[src/rtl/fetch_sequencer.sv]
// fetch_sequencer: PC control and single-outstanding instruction fetch for an RV32I core.
// Ports: clk/rst (async active-low); pc_in -> next_sel/next_address drive the PC;
// imem_req/imem_gnt/imem_rvalid/imem_rdata fetch from pc_in; instr_out/instr_valid/dec_ready
// hand the word to the decoder; branch_taken/branch_target, trap_req, mret_req/mepc_in redirect;
// epc_out holds the PC of the last trap; misaligned_err pulses on a misaligned redirect.
module fetch_sequencer #(
  parameter logic [31:0] RESET_VECTOR = 32'h0000_0000,
  parameter logic [31:0] TRAP_VECTOR  = 32'h0000_0100
) (
  input  logic        clk,
  input  logic        rst,
  input  logic [31:0] pc_in,
  output logic        next_sel,
  output logic [31:0] next_address,
  output logic        imem_req,
  input  logic        imem_gnt,
  input  logic        imem_rvalid,
  input  logic [31:0] imem_rdata,
  output logic [31:0] instr_out,
  output logic        instr_valid,
  input  logic        dec_ready,
  input  logic        branch_taken,
  input  logic [31:0] branch_target,
  input  logic        trap_req,
  input  logic        mret_req,
  input  logic [31:0] mepc_in,
  output logic [31:0] epc_out,
  output logic        misaligned_err
);
  typedef enum logic [1:0] {IDLE, REQ, WAIT, HOLD} state_t;
  state_t state, state_d;
  logic kill, kill_d, redir, mis, capture;
  logic [31:0] raw_target, target;
  always_comb begin
    redir = state != IDLE && (trap_req || mret_req || branch_taken);
    raw_target = trap_req ? TRAP_VECTOR : mret_req ? mepc_in : branch_target;
    mis = redir && !trap_req && raw_target[1:0] != 2'b00;
    target = (trap_req || mis) ? TRAP_VECTOR : raw_target;
    next_sel = !(state == HOLD && dec_ready && !redir);
    next_address = state == IDLE ? RESET_VECTOR : redir ? target : pc_in;
    imem_req = state == REQ;
    instr_valid = state == HOLD;
    capture = state == WAIT && imem_rvalid && !kill && !redir;
    state_d = state;
    kill_d = kill;
    case (state)
      IDLE: state_d = REQ;
      REQ: begin
        state_d = imem_gnt ? WAIT : REQ;
        // a grant that coincides with a redirect still returns data; drop it
        kill_d = imem_gnt && redir;
      end
      WAIT: begin
        state_d = imem_rvalid ? (capture ? HOLD : REQ) : WAIT;
        kill_d = !imem_rvalid && (kill || redir);
      end
      HOLD: state_d = (redir || dec_ready) ? REQ : HOLD;
      default: state_d = IDLE;
    endcase
  end
  always_ff @(posedge clk or negedge rst) begin
    if (!rst) begin
      state <= IDLE;
      kill <= 1'b0;
    end else begin
      state <= state_d;
      kill <= kill_d;
    end
  end
  always_ff @(posedge clk or negedge rst) begin
    if (!rst) begin
      instr_out <= '0;
      epc_out <= '0;
      misaligned_err <= 1'b0;
    end else begin
      instr_out <= capture ? imem_rdata : instr_out;
      misaligned_err <= mis;
      epc_out <= (redir && (trap_req || mis)) ? pc_in : epc_out;
    end
  end
endmodule

[config.mk]
export PLATFORM = sky130hd
export DESIGN_NAME = fetch_sequencer
export DESIGN_NICKNAME = d
export VERILOG_FILES = /design/src/rtl/fetch_sequencer.sv
export SDC_FILE = /design/constraint.sdc
export NUM_CORES = 1
export LEC_CHECK = 0
export BUFFER_PORTS_ARGS = -buffer_cell sky130_fd_sc_hd__buf_4
export CORE_MARGIN = 4
export CORE_UTILIZATION = 35
export DETAILED_ROUTE_END_ITERATION = 8
export GPL_TIMING_DRIVEN = 0
export PLACE_DENSITY_LB_ADDON = 0.12
export SYNTH_ARGS = -nofsm -noshare
export SYNTH_HDL_FRONTEND = slang
export SYNTH_SLANG_ARGS = --single-unit
[constraint.sdc]
create_clock -name clk -period 2.6 [get_ports clk]
set_clock_uncertainty 0.05 [all_clocks]
set_input_delay 0.13 -clock clk [delete_from_list [all_inputs] [get_ports clk]]
set_output_delay 0.13 -clock clk [all_outputs]
set_load 0.05 [all_outputs]
==> impl_metrics.tcl, run 1 <==
set metrics [dict create \
    final_core_util_pct 66.36 \
    final_cell_mix "238 x buf_4, 68 x dfrtp_1, 66 x dlygate4sd3_1" \
    numPortBuffers 235 \
    place.gp.congestion 0.8012 \
    synthTopCellsByArea "dfrtp_1 50%, mux2_1 21%, mux2i_1 8.9%, o21ai_1 4.3%, nand2_1 3.2%" \
    numCtsBuffers 9 \
    fmax_mhz 419.5 \
    hp-class "input pin to flip-flop" \
    cp.arrival_ps 2200 \
    synth-seq-cells 68 \
    syn_area_per_cell_sq_um 12.17 \
    grt_util_all_layers_pct 20.05 \
    cts.sinks 68 \
    switching_share_pct 50.38 \
    clk_pin_slew_worst_paths_ps 80 \
    synth_nets 419 \
    drt_iter0_markers 76 \
    layout_commonest_cell "buf_4" \
    seq_area_frac_synth_pct 50.28 \
    start_kind "flip-flop" \
    drive_gt1_share_pct 45.45 \
    synth_top_area_share_pct 50.28 \
    htreeDepth 3 \
    start_util_pct 36.28 \
    antenna_cells 0 \
    report.final.hold_viol_count 0 \
    comb_power_share_pct 60.6 \
    clkLatencyLatePin_ps 330 \
    synthesis.area_sq_mm 0.003384 \
    finalSetupTns_ps 0 \
    wl_microns 11410 \
    p_int_mw 3.370 \
    seqPwrFrac_pct 26.7 \
    maxCapViolCount 0 \
    irDropWorstVdd_v 0.0008453 \
    cts_buffer_depth 2 \
    clock_power_share_pct 12.7 \
    min_period_ps 2384 \
    status "completed" \
    yosys_warnings 0 \
    setup_viol 0 \
    nNetsFinal 730 \
    switchingPower_mw 3.422 \
    synth_cell_types 30 \
    worstSetupPathType "flip-flop to output port" \
    p_leak_nw 3.099 \
    fp.dieH_microns 106.3 \
    p_per_area_mw_per_mm2 1097 \
    rows 35 \
    dp_cells 642 \
    grt_max_degree 69 \
    yosysTopAreaCell "dfrtp_1" \
    cp_max_fo 10 \
    cp.required_ps 2420 \
    via_count 3305 \
    dpl.hpwl_microns 8529 \
    cts_tree "done" \
    syn_to_final_growth_pct 82.88 \
    die_x_microns 106.3 \
    rsz0062_at_grt "false" \
    grt_pass1_vias 3559 \
    ioPinCount 236 \
    cp-end-kind "output port" \
    routedWlPerCell_microns 15.78 \
    root_buffer "clkbuf_8" \
    stdcell_count 723 \
    synth_cells 278 \
    grt_overflow_total 0 \
    coreArea_sq_mm 0.009328 \
    firstDrtPassIters 4 \
    max_slew_margin_pct 42.95 \
    tightest_slew_ps 855.8 \
    min_period_over_period_pct 91.69 \
    antenna_found_initial 0 \
    slew_violations 0 \
    antenna_left 0 \
    grt_first_pass_wirelength_microns 17970 \
    dieArea_sq_mm 0.01131 \
    drt-vias-per-instance 4.571 \
    finalPower_mw 6.792 \
    cts_setup_buffers 0 \
    drc_errors 0 \
]
## stage by stage
stage | instance area [sq um] | setup slack [ps] | hold WS, ps
finish | 6190 | 216.2 | 25.60
global route | 6190 | 15.25 | 38.04
CTS | 6171 | 55.51 | 4.262
detailed placement | 5310 | 48.59 | 259.7
global placement | 5310 | 120.2 | 251.5
floorplan | 3385 | 225.4 | -215.6
## path summary, 6_finish.rpt
path                                   from          endpoint  slack (ps)  cells past startpoint
worst max-delay path               state[1]  next_address[25]         220                      8
worst min-delay path            imem_rvalid          state[0]          30                      3
worst max register to register     state[0]     instr_out[12]         640                      6
worst min register to register  epc_out[24]       epc_out[24]         440                      1
max in group asynchronous               rst        epc_out[9]        1540                      2
min in group asynchronous               rst      instr_out[9]         390                      2
## routing by layer
layer	track usage [%]	vias up	part of all wire (%)	wire length (microns)
li1	-	1609	-	-
met1	22.03	1533	38	4295
met2	35.61	147	50	5692
met3	7.468	16	11	1207
met4	6.568	0	1.9	214
met5	0	-	0	0
## area by class of cell
cell class | instances | area, sq um
repair buffers | 301 | 2425
clock buffers | 9 | 123.9
flip-flops and latches | 68 | 1702
well taps | 129 | 161.4
inverters | 5 | 18.77
clock inverters | 7 | 73.82
plain buffers | 16 | 82.58
multi-input cells | 188 | 1603
fillers | 745 | 3138
## worst max-delay path, stage by stage (launching register included)
cell	delay, ps
dfrtp_1	400
inv_1	110
ha_4	220
nor2_1	120
o221ai_1	150
clkbuf_2	240
buf_2	240
o21ai_1	160
buf_4	220
## power by group through the flow
stage          clock network [mW]  logic, mW  registers [mW]
5_1_grt                     0.953       4.32            1.88
4_1_cts                     0.904       4.13            1.81
6_report                    0.864       4.12            1.81
2_1_floorplan                   0      0.964            3.53
3_5_place_dp                    0       4.04            1.82
3_3_place_gp                    0       4.00            1.80
## cells by family after synthesis
kind of cell	share of synthesized area, %
compound gates	7.172
mux	30.17
simple gates	7.541
flops	50.28
fa+ha+maj	1.848
buf+inv	2.995
## repair_timing
action	in CTS	in global routing
setup endpoints to repair	30	27
hold buffers	66	0
cloned	0	0
gates resized for setup	4	2
hold endpoints to repair	133	0
## Yosys cell counts (all sizes together)
cell type	instances
a2111oi	1
a211oi	1
a21oi	1
a22o	1
a31oi	1
and2	2
buf	11
clkbuf	6
dfrtp	68
ha	5
inv	5
mux2	64
mux2i	30
nand2	29
nand2b	3
nor2	2
nor2b	2
nor3	3
nor3b	1
nor4	3
nor4b	1
o211ai	3
o21ai	34
o221ai	1
## flip-flops by register name, indices dropped and copies added, names as in the netlist
signal	count
epc_out	32
state	2
instr_out	32
kill	1
misaligned_err	1
(Power assumes the default switching activity.)
==> run 2, diff against run 1 <==
--- a/config.mk
+++ b/config.mk
@@ -10,7 +10,7 @@
 export CORE_UTILIZATION = 35
 export DETAILED_ROUTE_END_ITERATION = 8
 export GPL_TIMING_DRIVEN = 0
-export PLACE_DENSITY_LB_ADDON = 0.12
+export PLACE_DENSITY = 0.7
 export SYNTH_ARGS = -nofsm -noshare
 export SYNTH_HDL_FRONTEND = slang
 export SYNTH_SLANG_ARGS = --single-unit
==> run 2 against run 1 <==
  * Non-clock buffer count is 1 higher
  * First-iteration DRC count is 84% higher
  * Clock power is 22% higher
  * Utilization is 0.58 points higher
  * Die area stayed put
  * Clock-buffer cell count is 1 higher
==> impl_metrics.tcl, run 2 (synthesized netlist as in run 1, its figures left out) <==
set metrics [dict create \
    status "completed" \
    wl_microns 12280 \
    p_per_area_mw_per_mm2 1127 \
    via_count 3426 \
    numPortBuffers 235 \
    cp.required_ps 2420 \
    start_kind "flip-flop" \
    hp-class "input pin to flip-flop" \
    place.gp.congestion 0.8686 \
    finalSetupTns_ps 0 \
    stdcell_count 724 \
    slowest_stage "dfrtp_1" \
    rsz0062_at_grt "false" \
    grt_first_pass_wirelength_microns 19390 \
    dp_cells 642 \
    cts.sinks 68 \
    antenna_left 0 \
    switching_share_pct 49.14 \
    cp_max_fo 10 \
    cts_setup_buffers 0 \
    htreeDepth 3 \
    grt_max_degree 69 \
    hold_slack_ps 40.87 \
    hold_depth 4 \
    report.final.hold_viol_count 0 \
    layout_commonest_cell "buf_4" \
    nNetsFinal 731 \
    numCtsBuffers 9 \
    maxCapViolCount 0 \
    drive_gt1_share_pct 45.38 \
    antenna_cells 0 \
    finish.instance_area_sq_mm 0.006243 \
    firstDrtPassIters 4 \
    slew_violations 0 \
    grt_overflow_total 0 \
    dieArea_sq_mm 0.01131 \
    grt_util_all_layers_pct 21.62 \
    r2r_cells 5 \
    cts_tree "done" \
    final_cell_mix "238 x buf_4, 68 x dfrtp_1, 67 x dlygate4sd3_1" \
    p_int_mw 3.579 \
    fillCellCount 721 \
    fp.dieH_microns 106.3 \
    drt-vias-per-instance 4.732 \
    setup_viol 0 \
    clk_pin_slew_worst_paths_ps 80 \
    comb_power_share_pct 59.1 \
    routedWlPerCell_microns 16.96 \
    cts_buffer_depth 2 \
    coreArea_sq_mm 0.009328 \
    cp.arrival_ps 2250 \
    antenna_found_initial 0 \
    clkLatencyLatePin_ps 340 \
    cpPeakStageDelay_ps 400 \
    seqPwrFrac_pct 26.1 \
    irDropWorstVdd_v 0.0007227 \
    drt_iter0_markers 140 \
    grt_pass1_vias 3805 \
    clock_power_share_pct 14.9 \
    switchingPower_mw 3.458 \
    tightest_slew_ps 869.0 \
    fmax_mhz 411.3 \
    cp_cell_sequence "inv_1, ha_4, nor2_1, o221ai_1, clkbuf_2, buf_2, o21ai_1, buf_4" \
    rows 35 \
    die_x_microns 106.3 \
    dpl.hpwl_microns 8842 \
    start_util_pct 36.28 \
    place_area_sq_mm 0.005310 \
    max_slew_margin_pct 42.07 \
    worstSetupPathType "flip-flop to output port" \
    p_leak_nw 3.127 \
    drc_errors 0 \
    syn_to_final_growth_pct 84.47 \
    root_buffer "clkbuf_8" \
    min_period_ps 2431 \
    min_period_over_period_pct 93.51 \
    largestRegisters "epc_out x32, instr_out x32, state x2" \
    cp-end-kind "output port" \
    ioPinCount 236 \
]
==> run 2: area by class of cell <==
cell class                      count  area (sq um)  share of cell area (%)
Timing Repair Buffer              302          2435                   39.00
Tap cell                          129         161.4                   2.585
Inverter                            5         18.77                  0.3006
Buffer                             16         83.83                   1.343
Clock inverter                      6         112.6                   1.804
Sequential cell                    68          1702                   27.25
Clock buffer                       10         127.6                   2.044
Multi-Input combinational cell    188          1603                   25.67
==> run 2: per-layer routing <==
metal  global-route usage (%)  up-vias  share of wire, %
met5                        0        -                 0
met4                    8.141        0               2.3
met3                    7.893       28               9.9
met2                    39.41      157                53
met1                    22.56     1628                35
li1                         -     1613                 -
==> run 2: final timing paths <==
kind / start / endpoint / slack (ps)
worst max-delay path: state[1] / next_address[26] / 170
worst max register to register: state[1] / epc_out[0] / 610
max in group asynchronous: rst / epc_out[26] / 1540
worst min-delay path: dec_ready / state[1] / 40
worst min register to register: epc_out[16] / epc_out[16] / 440
min in group asynchronous: rst / instr_out[24] / 380
==> run 2: repair_timing <==
item	4_1_cts	5_1_grt
cloned	0	0
hold endpoints to repair	133	0
hold buffers	67	0
gates resized for setup	4	5
endpoints found under the setup margin	30	20
==> run 2: worst max-delay path: cells and delay by family, from the launching register on <==
kind,cells,cell delay (ps)
buf+inv,4,830
flops,1,400
compound gates,2,320
fa+ha+maj,1,230
simple gates,1,140
==> run 2: metrics by stage <==
step / total power [mW] / worst slack, ps / util [%]
after floorplan: 4.492 / 225.4 / -
after global placement: 5.791 / 110.4 / 56.93
after detailed placement: 5.872 / 42.21 / 56.93
after CTS: 7.042 / 93.04 / 66.80
after global routing: 7.383 / 31.90 / 66.93
final: 7.037 / 168.8 / 66.93
==> run 2: power groups by stage <==
stage	combinational, mW	clock, mW	sequential (mW)
5_1_grt	4.36	1.12	1.90
6_report	4.16	1.05	1.83
2_1_floorplan	0.964	0	3.53
4_1_cts	4.15	1.08	1.82
3_5_place_dp	4.04	0	1.83
3_3_place_gp	3.99	0	1.81
==> run 3, diff against run 2 <==
--- a/config.mk
+++ b/config.mk
@@ -6,8 +6,10 @@
 export NUM_CORES = 1
 export LEC_CHECK = 0
 export BUFFER_PORTS_ARGS = -buffer_cell sky130_fd_sc_hd__buf_4
+export CAP_MARGIN = 20
 export CORE_MARGIN = 4
 export CORE_UTILIZATION = 35
+export CTS_BUF_LIST = sky130_fd_sc_hd__clkbuf_4 sky130_fd_sc_hd__clkbuf_8
 export DETAILED_ROUTE_END_ITERATION = 8
 export GPL_TIMING_DRIVEN = 0
 export PLACE_DENSITY = 0.7
==> run 3 against run 2 <==
  * Worst setup slack stayed put
  * Highest routed layer unchanged
  * Via count grew 0.15%
  * Routed wire length about the same
  * Hold slack is essentially flat
  * Cell area barely moved
  * Global-route usage unchanged
  * Clock power is essentially flat
  * First-iteration DRC count did not move
  * Critical path depth did not move
  * Sequential power hardly changed
  * Combinational power is essentially flat
==> impl_metrics.tcl, run 3 (synthesized netlist as in run 1, its figures left out) <==
set metrics [dict create \
    start_util_pct 36.28 \
    htreeDepth 3 \
    syn_to_final_growth_pct 84.58 \
    cp.required_ps 2420 \
    cts_buffer_depth 2 \
    finalSetupTns_ps 0 \
    cpPeakStageDelay_ps 400 \
    maxCapViolCount 0 \
    p_leak_nw 3.130 \
    min_period_ps 2431 \
    cp_max_fo 10 \
    numCtsBuffers 9 \
    clock_power_share_pct 15.0 \
    start_kind "flip-flop" \
    rsz0062_at_grt "false" \
    coreArea_sq_mm 0.009328 \
    grt_pass1_vias 3805 \
    seq_area_sq_mm 0.001702 \
    min_period_over_period_pct 93.51 \
    drive_gt1_share_pct 45.55 \
    fmax_mhz 411.3 \
    worstSetupPathType "flip-flop to output port" \
    p_per_area_mw_per_mm2 1128 \
    cp.arrival_ps 2250 \
    finish.instance_area_sq_mm 0.006247 \
    p_int_mw 3.589 \
    status "completed" \
    clkLatencyLatePin_ps 340 \
    firstDrtPassIters 4 \
    place_area_sq_mm 0.005310 \
    slowest_stage "dfrtp_1" \
    report.final.hold_viol_count 0 \
    wl_microns 12280 \
    switching_share_pct 49.06 \
    cp_num_buf_inv 4 \
    antenna_found_initial 0 \
    drt_iter0_markers 140 \
    grt_overflow_total 0 \
    cts_tree "done" \
    antenna_left 0 \
    dpl.hpwl_microns 8842 \
    layout_commonest_cell "buf_4" \
    dieArea_sq_mm 0.01131 \
    place.gp.congestion 0.8686 \
    grt_first_pass_wirelength_microns 19390 \
    ioPinCount 236 \
    rows 35 \
    irDropWorstVdd_v 0.0007232 \
    setup_viol 0 \
    cp-end-kind "output port" \
    seqPwrFrac_pct 26.0 \
    multi_input_area_sq_mm 0.001603 \
    cts.sinks 68 \
    hp-class "input pin to flip-flop" \
    drt-vias-per-instance 4.739 \
    grt_util_all_layers_pct 21.62 \
    fp.dieH_microns 106.3 \
    cp_cell_sequence "inv_1, ha_4, nor2_1, o221ai_1, clkbuf_2, buf_2, o21ai_1, buf_4" \
    critPathTopFamily "buffers and inverters" \
    routedWlPerCell_microns 16.96 \
    drc_errors 0 \
    antenna_cells 0 \
    max_slew_margin_pct 42.08 \
    nNetsFinal 731 \
    root_buffer "clkbuf_8" \
    numPortBuffers 235 \
    largestRegisters "epc_out x32, instr_out x32, state x2" \
    final_cell_mix "238 x buf_4, 68 x dfrtp_1, 67 x dlygate4sd3_1" \
    die_x_microns 106.3 \
    clk_pin_slew_worst_paths_ps 80 \
    via_count 3431 \
    switchingPower_mw 3.458 \
    slew_violations 0 \
    comb_power_share_pct 59.0 \
    grt_max_degree 69 \
    fillCellCount 720 \
    tightest_slew_ps 868.9 \
]
run 3: routing by layer:
metal  routed length [microns]  up-vias  global-route usage, %
met5                         0        -                      0
met2                      6470      157                  39.41
met1                      4309     1632                  22.56
li1                          -     1614                      -
met4                       286        0                  8.141
met3                      1215       28                  7.893
run 3: area by class of cell:
class / instances / area share (%)
Sequential cell: 68 / 27.24
Inverter: 5 / 0.3004
Buffer: 16 / 1.342
Clock inverter: 6 / 1.803
Tap cell: 129 / 2.584
Clock buffer: 10 / 2.103
Multi-Input combinational cell: 188 / 25.66
Timing Repair Buffer: 302 / 38.97
run 3: timing repair:
action,in CTS,in global routing
hold buffers,67,0
resized for setup,4,5
endpoints found under the hold margin,133,0
setup endpoints to repair,30,20
setup buffers,0,0
run 3: worst paths after layout:
kind                                  start                to  slack, ps  cells after the start
worst max register to register     state[1]        epc_out[0]        610                      5
worst min-delay path              dec_ready          state[1]         40                      4
worst min register to register  epc_out[16]       epc_out[16]        440                      1
min in group asynchronous               rst     instr_out[24]        380                      2
max in group asynchronous               rst       epc_out[26]       1540                      2
worst max-delay path               state[1]  next_address[26]        170                      8
run 3: power by group through the flow:
stage | Sequential [mW] | Combinational [mW] | Clock [mW]
floorplan | 3.53 | 0.964 | 0
global placement | 1.81 | 3.99 | 0
detailed placement | 1.83 | 4.04 | 0
CTS | 1.82 | 4.15 | 1.09
global route | 1.90 | 4.36 | 1.13
finish | 1.83 | 4.16 | 1.06
run 3: worst min-delay path, delay by kind of cell:
family / cells / cell delay, ps
AO/OA/AOI/OAI: 2 / 140
buffers and inverters: 2 / 110
run 3: through the flow:
| step | power, mW | worst slack, ps | cells | hold slack [ps] | utilization, % |
|---|---|---|---|---|---|
| after floorplan | 4.492 | 225.4 | 278 | -215.6 | - |
| after global placement | 5.791 | 110.4 | 642 | 239.0 | 56.93 |
| after detailed placement | 5.872 | 42.21 | 642 | 251.9 | 56.93 |
| after CTS | 7.053 | 93.04 | 724 | 23.09 | 66.84 |
| after global routing | 7.394 | 31.90 | 724 | 46.86 | 66.98 |
| final | 7.047 | 168.8 | 724 | 40.85 | 66.98 |
